[src/rtl/led_seq_pkg.sv]
// -----------------------------------------------------------------------------
// led_seq_pkg
// Shared definitions for the LED pattern sequencer:
//   - led_mode_e : 2-bit pattern mode encoding (BLINK, SCAN, COUNT, FILL)
//   - led_dir_e  : scan direction state (UP = towards MSB, DOWN = towards LSB)
//   - LED_WIDTH_DEFAULT : default number of board LEDs
// -----------------------------------------------------------------------------
package led_seq_pkg;

    typedef enum logic [1:0] {
        MODE_BLINK = 2'd0,
        MODE_SCAN  = 2'd1,
        MODE_COUNT = 2'd2,
        MODE_FILL  = 2'd3
    } led_mode_e;

    typedef enum logic {
        DIR_UP   = 1'b0,
        DIR_DOWN = 1'b1
    } led_dir_e;

    localparam int LED_WIDTH_DEFAULT = 8;

endpackage

[src/rtl/led_sequencer_tick_prescaler.sv]
// -----------------------------------------------------------------------------
// tick_prescaler
// Divides the upstream tick strobe down to one pattern step every
// TICKS_PER_STEP ticks. Counting pauses (count held) while enable is low.
// Ports:
//   clk     in   system clock
//   reset   in   asynchronous active-low reset (clears the count)
//   tick    in   one-cycle strobe from the compare stage
//   enable  in   high = count ticks, low = hold
//   step    out  combinational; high in the cycle whose tick completes a step
// -----------------------------------------------------------------------------
module tick_prescaler #(
    parameter int TICKS_PER_STEP = 1
) (
    input  logic clk,
    input  logic reset,
    input  logic tick,
    input  logic enable,
    output logic step
);

    // A 1-bit counter is kept even when TICKS_PER_STEP==1 so the code stays
    // uniform; it simply never leaves zero in that case.
    localparam int CW = (TICKS_PER_STEP > 1) ? $clog2(TICKS_PER_STEP) : 1;
    localparam logic [CW-1:0] LAST = CW'(TICKS_PER_STEP - 1);

    logic [CW-1:0] r_count;
    logic          w_count_tick;

    assign w_count_tick = tick & enable;
    assign step         = w_count_tick & (r_count == LAST);

    always_ff @(posedge clk or negedge reset) begin
        if (!reset) begin
            r_count <= '0;
        end else if (w_count_tick) begin
            r_count <= (r_count == LAST) ? '0 : r_count + 1'b1;
        end
    end

endmodule

[src/rtl/led_sequencer.sv]
// -----------------------------------------------------------------------------
// led_sequencer
// Animated LED pattern engine driven by the compare-stage match strobe.
// Each prescaled step either loads a newly selected mode (no advance) or
// advances the active pattern by one position.
// Ports:
//   clk         in   system clock
//   reset       in   asynchronous active-low reset
//   tick        in   one-cycle strobe from the compare stage
//   enable      in   high = run, low = freeze prescaler and pattern
//   mode        in   0 BLINK, 1 SCAN, 2 COUNT, 3 FILL
//   led         out  registered LED drive (WIDTH bits)
//   cycle_done  out  one-cycle pulse when a pattern period completes
// Optional build macro LED_ACTIVE_LOW_EN: when defined, led is the bitwise
// inverse of the internal pattern (reset value all-ones); nothing else changes.
// -----------------------------------------------------------------------------
module led_sequencer
    import led_seq_pkg::*;
#(
    parameter int WIDTH          = LED_WIDTH_DEFAULT,
    parameter int TICKS_PER_STEP = 1
) (
    input  logic             clk,
    input  logic             reset,
    input  logic             tick,
    input  logic             enable,
    input  logic [1:0]       mode,
    output logic [WIDTH-1:0] led,
    output logic             cycle_done
);

    logic             w_step;
    led_mode_e        w_mode_in;

    logic [WIDTH-1:0] r_pattern;
    led_mode_e        r_mode;
    led_dir_e         r_dir;
    logic             r_cycle_done;

    logic [WIDTH-1:0] w_pattern_next;
    led_mode_e        w_mode_next;
    led_dir_e         w_dir_next;
    logic             w_done_next;

    logic             w_all_ones;
    logic [WIDTH-1:0] w_shl;
    logic [WIDTH-1:0] w_shr;

    tick_prescaler #(
        .TICKS_PER_STEP (TICKS_PER_STEP)
    ) u_prescaler (
        .clk    (clk),
        .reset  (reset),
        .tick   (tick),
        .enable (enable),
        .step   (w_step)
    );

    assign w_mode_in  = led_mode_e'(mode);
    assign w_all_ones = &r_pattern;
    assign w_shl      = {r_pattern[WIDTH-2:0], 1'b0};
    assign w_shr      = {1'b0, r_pattern[WIDTH-1:1]};

    always_ff @(posedge clk or negedge reset) begin
        if (!reset) begin
            r_pattern    <= '0;
            r_mode       <= MODE_BLINK;
            r_dir        <= DIR_UP;
            r_cycle_done <= 1'b0;
        end else begin
            r_pattern    <= w_pattern_next;
            r_mode       <= w_mode_next;
            r_dir        <= w_dir_next;
            r_cycle_done <= w_done_next;
        end
    end

    always_comb begin
        w_pattern_next = r_pattern;
        w_mode_next    = r_mode;
        w_dir_next     = r_dir;
        w_done_next    = 1'b0;

        if (w_step) begin
            if (w_mode_in != r_mode) begin
                // Mode load: jump to the new mode's initial pattern, no advance.
                w_mode_next    = w_mode_in;
                w_dir_next     = DIR_UP;
                w_pattern_next = (w_mode_in == MODE_SCAN) ? WIDTH'(1) : '0;
            end else begin
                case (r_mode)
                    MODE_BLINK: begin
                        w_pattern_next = ~r_pattern;
                        w_done_next    = w_all_ones;
                    end
                    MODE_SCAN: begin
                        if (r_dir == DIR_UP) begin
                            w_pattern_next = w_shl;
                            if (w_shl[WIDTH-1]) w_dir_next = DIR_DOWN;
                        end else begin
                            w_pattern_next = w_shr;
                            if (w_shr[0]) begin
                                w_dir_next  = DIR_UP;
                                w_done_next = 1'b1;
                            end
                        end
                    end
                    MODE_COUNT: begin
                        w_pattern_next = r_pattern + 1'b1;
                        w_done_next    = w_all_ones;
                    end
                    default: begin // MODE_FILL
                        w_pattern_next = w_all_ones ? '0 : {r_pattern[WIDTH-2:0], 1'b1};
                        w_done_next    = w_all_ones;
                    end
                endcase
            end
        end
    end

`ifdef LED_ACTIVE_LOW_EN
    assign led = ~r_pattern;
`else
    assign led = r_pattern;
`endif
    assign cycle_done = r_cycle_done;

endmodule

[config.mk]
export PLATFORM = sky130hd
export DESIGN_NAME = led_sequencer
export DESIGN_NICKNAME = d
export VERILOG_FILES = /design/src/rtl/led_seq_pkg.sv /design/src/rtl/led_sequencer_tick_prescaler.sv /design/src/rtl/led_sequencer.sv
export SDC_FILE = /design/constraint.sdc
export NUM_CORES = 1
export LEC_CHECK = 0
export BUFFER_PORTS_ARGS = -buffer_cell sky130_fd_sc_hd__buf_2
export CORE_MARGIN = 4
export CORE_UTILIZATION = 45
export CTS_BUF_LIST = sky130_fd_sc_hd__clkbuf_8
export CTS_CLUSTER_DIAMETER = 60
export DETAILED_ROUTE_END_ITERATION = 8
export GPL_TIMING_DRIVEN = 0
export PLACE_DENSITY = 0.72
export SYNTH_ARGS = -nofsm -noshare
export SYNTH_HDL_FRONTEND = slang
export SYNTH_HIERARCHICAL = 1
export SYNTH_SLANG_ARGS = --single-unit
[constraint.sdc]
create_clock -name clk -period 3.45 [get_ports clk]
set_input_delay 0.5175 -clock clk [delete_from_list [all_inputs] [get_ports clk]]
set_output_delay 0.5175 -clock clk [all_outputs]
set_load 0.01 [all_outputs]
Word-level counts from Yosys, hierarchy flattened
Cells that the tools add are included.
{"block": "word_totals", "ff_bits": 13, "input_bits": 6, "out_inout_bits": 9, "word_cells": 36}
{"block": "classes", "addsub": 2, "n_eq_ne": 4, "muxes": 16, "bitwise": 4, "n_reduce_logical": 5}
{"operator": "$mux W8", "n": 3}
{"operator": "$pmux W8 S3", "n": 1}
{"operator": "$mux W1", "n": 12}
{"operator": "$add A8 B1 Y8 const B", "n": 1}
{"operator": "$not A8 Y8", "n": 1}
{"operator": "$reduce_and A8 Y1", "n": 1}
{"operator": "$eq A2 B1 Y1 const B", "n": 2}
{"operator": "$reduce_and A2 Y1", "n": 2}
{"operator": "$and A1 B1 Y1", "n": 2}
{"operator": "$eq A2 B2 Y1 const B", "n": 1}
{"operator": "$logic_not A2 Y1", "n": 1}
{"operator": "$ne A2 B2 Y1", "n": 1}
{"operator": "$reduce_bool A2 Y1", "n": 1}
{"operator": "$add A1 B1 Y1 const B", "n": 1}
{"operator": "$not A1 Y1", "n": 1}

Logic depth before layout (Yosys ltp)
Gate-level depths: netlist of run 1.
{"block": "logic_depth", "depth_word": 5, "depth_mapped": 6, "depth_no_buf": 5}

Cells and area by module
The synthesis of run 1 kept the hierarchy.
{"module": "led_sequencer", "n_inst": 1, "cells_per_inst": 120, "area_each_um2": 1041.0, "seq_area_each_um2": 300.3}
{"module": "tick_prescaler", "n_inst": 1, "cells_per_inst": 1, "area_each_um2": 6.3, "seq_area_each_um2": 0.0}

Worst setup path after synthesis of run 1
OpenSTA, ideal clock, no wires.
{"block": "synth_path", "kind": "input-to-reg", "startpoint": "in mode[1]", "endpoint": "reg r_pattern[0] (netlist: led[0])", "setup_ps": 87, "arrival_ps": 1530, "required_ps": 3363, "setup_slack_ps": 1834, "path_stages": 5, "path_buffers": 1, "cell_sequence": "clkbuf_2 -> xnor2_1 -> nand3_2 -> a211o_1 -> o211ai_1"}
{"block": "synth_via", "elab_chain_cells": 3, "elab_cells_between_ends": 4, "cone_classes": "eq/ne (2); mux (2)"}
{"element": "from (decl)", "line_no": "led_sequencer.sv:27", "text": "input logic [1:0] mode,"}
{"element": "$eq A2 B1 Y1", "line_no": "led_sequencer.sv:89", "text": "w_pattern_next = (w_mode_in == MODE_SCAN) ? WIDTH'(1) : '0;"}
{"element": "$mux W1", "line_no": "led_sequencer.sv:89"}
{"element": "$mux W8 (*)", "line_no": "led_sequencer.sv:85", "text": "if (w_mode_in != r_mode) begin"}
{"element": "to (signal assigned)", "line_no": "led_sequencer.sv:71", "text": "r_pattern <= w_pattern_next;"}
{"element": "to (decl)", "line_no": "led_sequencer.sv:35", "text": "logic [WIDTH-1:0] r_pattern;"}
Mark *: on every way between the ends. The rest lies on a longest branch, timed or not.
A chain may end at the register's enable or synchronous reset.

Final worst setup path of run 1
{"block": "layout_path", "startpoint": "reg r_pattern[0] (netlist: led[0])", "endpoint": "reg r_pattern[6] (netlist: led[6])"}
{"block": "layout_via", "elab_chain_cells": 4, "elab_cells_between_ends": 5, "cone_classes": "add/sub (1); mux (3); reduce/logical (1)"}
{"element": "parallel branches: the longest is 2 deep, another holds $add A8 B1 Y8"}
{"element": "$pmux W8 S3 (*)", "line_no": "led_sequencer.sv:91", "text": "case (r_mode)"}
{"element": "$mux W8 (*)", "line_no": "led_sequencer.sv:85"}
Every way passes the cells marked *.

==> flow_summary.yaml, run 1 <==
run_status:
  status: "finished clean"
place:
  dp_cells: 162
  dp_slack_ns: 1.62
  port_buffers: 13
  post-dp-hpwl_um: 1820
  place.gp.congestion: 0.854
finish:
  diodes: 0
  final_nets: 146
  area.growth.synth_to_final_pct: 14.8
  stdcell_count: 166
  layout_commonest_cell: "buf_2"
  drive_gt1_share_pct: 26.1
  utilization_pct: 54.4
  mostFrequentLayoutCells: "buf_2, dfrtp_1, a21oi_1"
synthesis:
  synth.distinct_cells: 40
  syn_area_mm2: 0.00105
  ys_ff_latch: 12
  yosysTopAreaCellShare_pct: 28.7
  postSynthCellCount: 121
  synth_edf_count: 0
  yosys.area.top_type: "dfrtp_1"
  synth.net_count: 128
  ys_top_cells_by_area: "dfrtp_1, mux2_2, a21oi_1"
  synth_flop_cell: "dfrtp_1"
  ys_seq_area_share_pct: 28.7
  yosysWarningCount: 6
  postSynthAreaPerCell_um2: 8.65
  async_flop_share_pct: 100
drt:
  ant_nets: 0
  drt-initial-drc-count: 42
  wl_per_cell_um: 15.7
  via_per_inst: 6.05
  drc: 0
  first_pass_iters: 4
  wl_um: 2610
  via_count: 1004
power_and_ir_drop:
  clockPowerShare_pct: 30.8
  p_per_area_mw_per_mm2: 433
  finalPower_uw: 521
  p_sw_uw: 184
  intPower_uw: 336
  combPwrFrac_pct: 34.3
  peakVddDrop_v: 0.000224
  p_seq_share_pct: 34.9
  leakagePower_uw: 0.000530
  switching_share_pct: 35.4
critical_path:
  required_ns: 3.58
  crit_chain: "ha_1, nand4_4, and3_4, a221o_1"
  arrival_ns: 1.87
  crit_path_start_kind: "flip-flop"
  cp.depth: 4
  end_kind: "flip-flop"
  worstRegToRegCells: 4
  crit_fanout: 9
  cpPeakStageDelay_ns: 0.52
  crit_family: "flip-flops"
  worstSetupPathType: "flip-flop to flip-flop"
  crit_buf_inv: 0
  slowest_stage: "dfrtp_1"
floorplanning:
  die_h_um: 56.2
  io-pin-count: 15
  dieArea_mm2: 0.00316
  die_w_um: 56.2
  core.rowCount: 17
  initial_core_util_pct: 47.3
  core_mm2: 0.00221
sta:
  rsz0062_at_grt: "false"
  fin_worst_skew_ns: 0.00219
  finalSetupTns_ns: 0
  fin_crit_ns: 1.73
  slew_headroom_pct: 72.0
  finalMaxSlewViolations: 0
  setup_ws_ns: 1.72
  setup_viol: 0
  hold_viol: 0
  fin_crit_sh_pct: 50.3
  tightest_slew_ns: 0.420
  fmax_ghz: 0.576
clock_network:
  cts_tree: "done"
  clock_latency_ns: 0.25
  cts_sinks: 12
  cts_resized: 0
  htree_levels: 1
  cts_made_buffers: 3
  post_cts_buffers: 0
  clk_pin_slew_ns: 0.06
  ctsHoldBuffers: 0
  cts_buffer_depth: 2
  cts_root_buf: "clkbuf_8"
global_routing:
  grt_use_total_pct: 17.8
  grt_max_degree: 13
  globalRouteOverflowTotal: 0
  grt_pass1_vias: 913
  grt_pass1_wl_um: 4460
  antenna_found_initial: 0
min_path:
  hp-class: "input port to async pin"
job:
  maxCapViolCount: 0
## power by group through the flow
stage / clock (uW) / sequential [uW] / combinational (uW)
2_1_floorplan: 0 / 185 / 124
3_3_place_gp: 0 / 182 / 174
3_5_place_dp: 0 / 183 / 177
4_1_cts: 164 / 181 / 178
5_1_grt: 171 / 184 / 200
6_report: 160 / 182 / 179
## cells in the mapped netlist, types with 3 or more instances
library cell / n
nor3_1: 4
a21oi_1: 10
nand2b_1: 4
nand2_1: 5
a211o_1: 3
buf_2: 6
o21ai_0: 6
nor2b_1: 6
a221o_1: 4
mux2_2: 5
nand3_1: 4
nand4_1: 3
dfrtp_1: 12
inv_1: 4
nor2_1: 7
xnor2_1: 3
mux2i_1: 5
## through the flow
stage / area [um^2] / hold slack, ns
CTS: 1200 / 0.151
global placement: 1150 / 0.418
finish: 1200 / 0.143
floorplan: 1050 / 0.222
global route: 1200 / 0.160
detailed placement: 1150 / 0.418
## routing by layer
metal,share of wire (%),global-route usage (%),vias up
met5,0,0,-
met4,1.9,8.14,0
met3,5.7,3.25,5
met2,46,26.0,32
met1,47,25.0,480
li1,-,-,487
## path summary, 6_finish.rpt
kind / start / endpoint / slack [ns]
hold / removal: reset / r_mode[1]$_DFFE_PN0P_ / 0.14
hold reg to reg: led[5]$_DFFE_PN0P_ / led[5]$_DFFE_PN0P_ / 0.64
setup reg to reg: led[0]$_DFFE_PN0P_ / led[6]$_DFFE_PN0P_ / 1.72
max in group asynchronous: reset / r_mode[0]$_DFFE_PN0P_ / 3.09
min in group clk: mode[0] / r_mode[0]$_DFFE_PN0P_ / 0.59
setup / recovery: led[0]$_DFFE_PN0P_ / led[6]$_DFFE_PN0P_ / 1.72
## flip-flops by register name, summed over array words and instances (netlist names)
signal      count
cycle_done      1
led             8
r_dir           1
r_mode          2
## cell families after synthesis
| logic type | after synthesis | synth area share (%) |
|---|---|---|
| flip-flops | 12 | 28.7 |
| buffers and inverters | 16 | 8.12 |
| adder cells (fa/ha/maj) | 1 | 1.19 |
| AND/OR/NAND/NOR | 46 | 27.8 |
| AO/OA/AOI/OAI | 33 | 21.5 |
| XOR/XNOR | 3 | 2.51 |
| multiplexers | 10 | 10.2 |
## final cells by class
| class | instances | area, um^2 |
|---|---|---|
| Sequential cell | 12 | 300 |
| Timing Repair Buffer | 13 | 65.1 |
| Multi-Input combinational cell | 93 | 662 |
| Inverter | 4 | 15.0 |
| Fill cell | 222 | 1010 |
| Tap cell | 28 | 35.0 |
| Buffer | 12 | 70.1 |
| Clock buffer | 4 | 55.1 |
No activity file was read; power rests on OpenSTA's default activity.
==> run 2, diff against run 1 <==
Clock period 3.45 ns to 1.7 ns, I/O delays scaled along.
==> flow_summary.yaml, run 2 (synthesized netlist as in run 1, its figures left out) <==
critical_path:
  slowest_stage: "dfrtp_1"
  crit_fanout: 9
  arrival_ns: 1.79
  crit_family: "flip-flops"
  worstSetupPathType: "flip-flop to flip-flop"
  end_kind: "flip-flop"
  crit_chain: "ha_2, nand4_4, and3_4, a221o_1"
  required_ns: 1.83
  cpPeakStageDelay_ns: 0.53
  crit_path_start_kind: "flip-flop"
  crit_buf_inv: 0
clock_network:
  clk_pin_slew_ns: 0.06
  cts_root_buf: "clkbuf_8"
  htree_levels: 1
  cts_sinks: 12
  cts_made_buffers: 3
  cts_tree: "done"
  clock_latency_ns: 0.25
  cts_buffer_depth: 2
drt:
  drt-initial-drc-count: 37
  drc: 0
  dr.max_layer_used: "met4"
  drt-met1-wl_um: 1180
  met2_length_um: 1210
  wl_um: 2640
  wl_met3_um: 201
  ant_nets: 0
  via_per_inst: 6.04
  via_count: 1021
  first_pass_iters: 4
  wl_per_cell_um: 15.6
sta:
  finalMaxSlewViolations: 0
  fin_crit_sh_pct: 97.5
  setup_viol: 0
  fmax_ghz: 0.603
  tightest_slew_ns: 0.410
  rsz0062_at_grt: "false"
  slew_headroom_pct: 72.7
  hold-worst-slack_ns: 0.335
  fin_crit_ns: 1.66
  hold_viol: 0
  fin_worst_skew_ns: 0.000510
floorplanning:
  io-pin-count: 15
  die_w_um: 56.2
  dieArea_mm2: 0.00316
  core.rowCount: 17
  initial_core_util_pct: 47.3
  die_h_um: 56.2
  core_mm2: 0.00221
finish:
  final_nets: 149
  stdcell_count: 169
  area.growth.synth_to_final_pct: 18.9
  drive_gt1_share_pct: 28.4
  multi_input_area_um2: 664
  diodes: 0
  regArea_um2: 302
  layout_commonest_cell: "buf_2"
  largest_reg_flops: 8
  mostFrequentLayoutCells: "buf_2, dfrtp_1, a21oi_1"
  fillerInstances: 215
  utilization_pct: 56.3
place:
  post-dp-hpwl_um: 1820
  place.gp.congestion: 0.854
  port_buffers: 13
  dp_cells: 162
global_routing:
  antenna_found_initial: 0
  grt_max_degree: 13
  grt_pass1_vias: 914
  grt_use_total_pct: 17.9
  globalRouteOverflowTotal: 0
  grt_pass1_wl_um: 4480
power_and_ir_drop:
  finalPower_uw: 1070
  leakagePower_uw: 0.000541
  p_per_area_mw_per_mm2: 860
  peakVddDrop_v: 0.000462
run_status:
  status: "finished clean"
job:
  maxCapViolCount: 0
min_path:
  hp-class: "input port to flip-flop"
-- run 2: cell count changes in the layout (fill, tap and decap cells not counted) --
cell	delta
buf_2	-1
ha_1	-1
dlygate4sd3_1	+1
dfrtp_1	-1
ha_2	+1
buf_6	+3
dfrtp_2	+1
-- run 2: final cells by class --
| class | count | area share [%] |
|---|---|---|
| clock buffer | 4 | 4.42 |
| tap | 28 | 2.81 |
| multi-input combinational | 93 | 53.4 |
| sequential | 12 | 24.2 |
| inverter | 4 | 1.21 |
| buffer | 12 | 6.73 |
| timing repair buffer | 16 | 7.24 |
-- run 2: worst reg2reg max path, cell delays in order, from the launching register on --
cell and delay, ns:
dfrtp_1 0.53, ha_2 0.34, nand4_4 0.14, and3_4 0.23, a221o_1 0.30
-- run 2: timing repair --
item                                    CTS  global route
resized for setup                         1             6
pin swaps                                 0             1
hold buffers                              1             0
endpoints found under the hold margin    12             0
setup buffers                             0             2
endpoints found under the setup margin    4             5
-- run 2: final timing paths --
kind / from / to / slack [ns] / depth (start not counted)
worst max-delay path: led[0]$_DFFE_PN0P_ / led[6]$_DFFE_PN0P_ / 0.04 / 4
worst min-delay path: mode[0] / r_mode[0]$_DFFE_PN0P_ / 0.33 / 3
worst max register to register: led[0]$_DFFE_PN0P_ / led[6]$_DFFE_PN0P_ / 0.04 / 4
worst min register to register: led[5]$_DFFE_PN0P_ / led[5]$_DFFE_PN0P_ / 0.61 / 2
max in group asynchronous: reset / led[5]$_DFFE_PN0P_ / 1.03 / 2
min in group asynchronous: reset / cycle_done$_DFF_PN0_ / 0.42 / 2
-- run 2: report_power, final --
part | total, uW | internal, uW | switching [uW]
sequential | 372 | 321 | 51.3
combinational | 376 | 170 | 206
clock | 322 | 205 | 116
-- run 2: per-stage QoR --
stage	setup TNS, ns	setup WS, ns	cell area [um^2]
final	0	0.0425	1240
after global routing	0	0.000911	1240
after CTS	0	0.0458	1210
after detailed placement	-0.0153	-0.00886	1150
after global placement	-0.0107	-0.0107	1150
after floorplan	0	0.129	1050
-- run 2: layer usage --
| layer | global-route usage (%) | up-vias |
|---|---|---|
| met1 | 25.2 | 479 |
| met3 | 3.02 | 5 |
| met2 | 26.2 | 44 |
| met4 | 8.14 | 0 |
| li1 | - | 493 |
| met5 | 0 | - |
==> run 3, diff against run 2 <==
Settings changed: BUFFER_PORTS_ARGS -buffer_cell sky130_fd_sc_hd__buf_2 to not set, DONT_BUFFER_PORTS set to 1, PLACE_DENSITY 0.72 to 0.67.
==> flow_summary.yaml, run 3 (synthesized netlist as in run 1, its figures left out) <==
critical_path:
  cp_common_cell: "buf_6"
  required_ns: 1.83
  crit_chain: "buf_6, and4_1, buf_6, nand4_4, and3_4, a221o_1"
  reg2reg_from: "led[4]$_DFFE_PN0P_"
  crit_path_start_kind: "flip-flop"
  cpPeakStageDelay_ns: 0.41
  r2r_slack_ns: 0.06
  crit_fanout: 4
  slowest_stage: "dfrtp_1"
  arrival_ns: 1.76
  worstRegToRegCells: 6
  reg2reg_to: "led[1]$_DFFE_PN0P_"
  end_kind: "flip-flop"
  worstSetupPathType: "flip-flop to flip-flop"
clock_network:
  clock_latency_ns: 0.25
  clk_pin_slew_ns: 0.06
  htree_levels: 1
  cts_made_buffers: 3
  cts_sinks: 12
  cts_tree: "done"
  cts_buffer_depth: 2
  cts_root_buf: "clkbuf_8"
sta:
  fmax_ghz: 0.611
  setup_viol: 0
  fin_worst_skew_ns: 0.00780
  fin_crit_sh_pct: 96.3
  hold-worst-slack_ns: 0.162
  rsz0062_at_grt: "true"
  slew_headroom_pct: 58.9
  finalSetupTns_ns: 0
  finalMaxSlewViolations: 0
  tightest_slew_ns: 0.614
  hold_viol: 0
  fin_crit_ns: 1.64
drt:
  ant_nets: 0
  wl_per_cell_um: 17.8
  wl_um: 2870
  first_pass_iters: 4
  via_count: 1037
  via_per_inst: 6.44
  drc: 0
  drt-initial-drc-count: 59
global_routing:
  grt_pass1_wl_um: 4770
  grt_use_total_pct: 18.9
  grt_max_degree: 13
  antenna_found_initial: 0
  grt_pass1_vias: 982
  globalRouteOverflowTotal: 0
finish:
  area.growth.synth_to_final_pct: 17.1
  final_nets: 142
  fillerInstances: 205
  largest_reg_flops: 8
  stdcell_count: 161
  drive_gt1_share_pct: 26.3
  mostFrequentLayoutCells: "a21oi_1, dfrtp_1, buf_4"
  diodes: 0
  utilization_pct: 55.4
place:
  post-dp-hpwl_um: 1890
  dp_cells: 149
  place.gp.congestion: 0.847
  port_buffers: 0
power_and_ir_drop:
  peakVddDrop_v: 0.000481
  leakagePower_uw: 0.000510
  p_per_area_mw_per_mm2: 833
floorplanning:
  io-pin-count: 15
  dieArea_mm2: 0.00316
  core.rowCount: 17
  die_h_um: 56.2
  core_mm2: 0.00221
  die_w_um: 56.2
  initial_core_util_pct: 47.3
min_path:
  whs_endpoint: "r_mode[0]$_DFFE_PN0P_"
  min-delay-start: "mode[0]"
  whs_path_depth: 2
  hp-class: "input port to flip-flop"
run_status:
  status: "finished clean"
job:
  maxCapViolCount: 0
==> run 3: power breakdown <==
| part | total, uW | internal, uW | switching (uW) | leakage, uW |
|---|---|---|---|---|
| clock | 270 | 157 | 114 | 0.0000216 |
| combinational | 356 | 166 | 190 | 0.000331 |
| sequential | 395 | 322 | 73.4 | 0.000157 |
==> run 3: worst max-delay path by stage <==
stage | startpoint | end | depth (start not counted)
floorplan | led[4]$_DFFE_PN0P_ | led[4]$_DFFE_PN0P_ | 6
global placement | led[0]$_DFFE_PN0P_ | led[6]$_DFFE_PN0P_ | 4
detailed placement | led[0]$_DFFE_PN0P_ | led[1]$_DFFE_PN0P_ | 4
CTS | led[3]$_DFFE_PN0P_ | led[1]$_DFFE_PN0P_ | 6
global route | r_mode[1]$_DFFE_PN0P_ | led[4]$_DFFE_PN0P_ | 6
finish | led[4]$_DFFE_PN0P_ | led[1]$_DFFE_PN0P_ | 6
==> run 3: critical path: cells and delay by family (launching register included) <==
kind / cells / cell delay [ns]
compound gates: 1 / 0.33
simple gates: 3 / 0.53
flops: 1 / 0.41
buf+inv: 2 / 0.24
==> run 3: layout make-up <==
type                            count  area [um^2]  share of cell area [%]
Buffer                             12         90.1                    7.35
Clock buffer                        3         41.3                    3.37
Inverter                            4         15.0                    1.22
Multi-Input combinational cell     93          672                    54.8
Sequential cell                    12          303                    24.7
Tap cell                           28         35.0                    2.86
Timing Repair Buffer                9         70.1                    5.71
==> run 3: routing by layer <==
layer	routed length [um]	share of wire, %	vias up	track usage, %
met5	0	0	-	0
met4	49	1.7	0	5.76
met3	223	7.8	9	2.09
met2	1340	47	52	31.7
met1	1250	44	501	25.2
li1	-	-	475	-
==> run 3: per-stage QoR <==
stage                     power [uW]  setup WS (ns)  instance area, um^2
after floorplan                  628          0.129                 1050
after global placement           690        -0.0898                 1080
after detailed placement         704         -0.130                 1080
after CTS                       1010       0.000484                 1170
after global routing            1090        -0.0399                 1230
final                           1020         0.0626                 1230
==> run 3: what timing repair did <==
item                                    in CTS  in global routing
hold endpoints to repair                    12                  0
buffers inserted                             3                  5
pin swaps                                    1                  4
resized for setup                            7                  5
cloned                                       0                  0
endpoints found under the setup margin       4                  8
hold buffers                                 1                  0
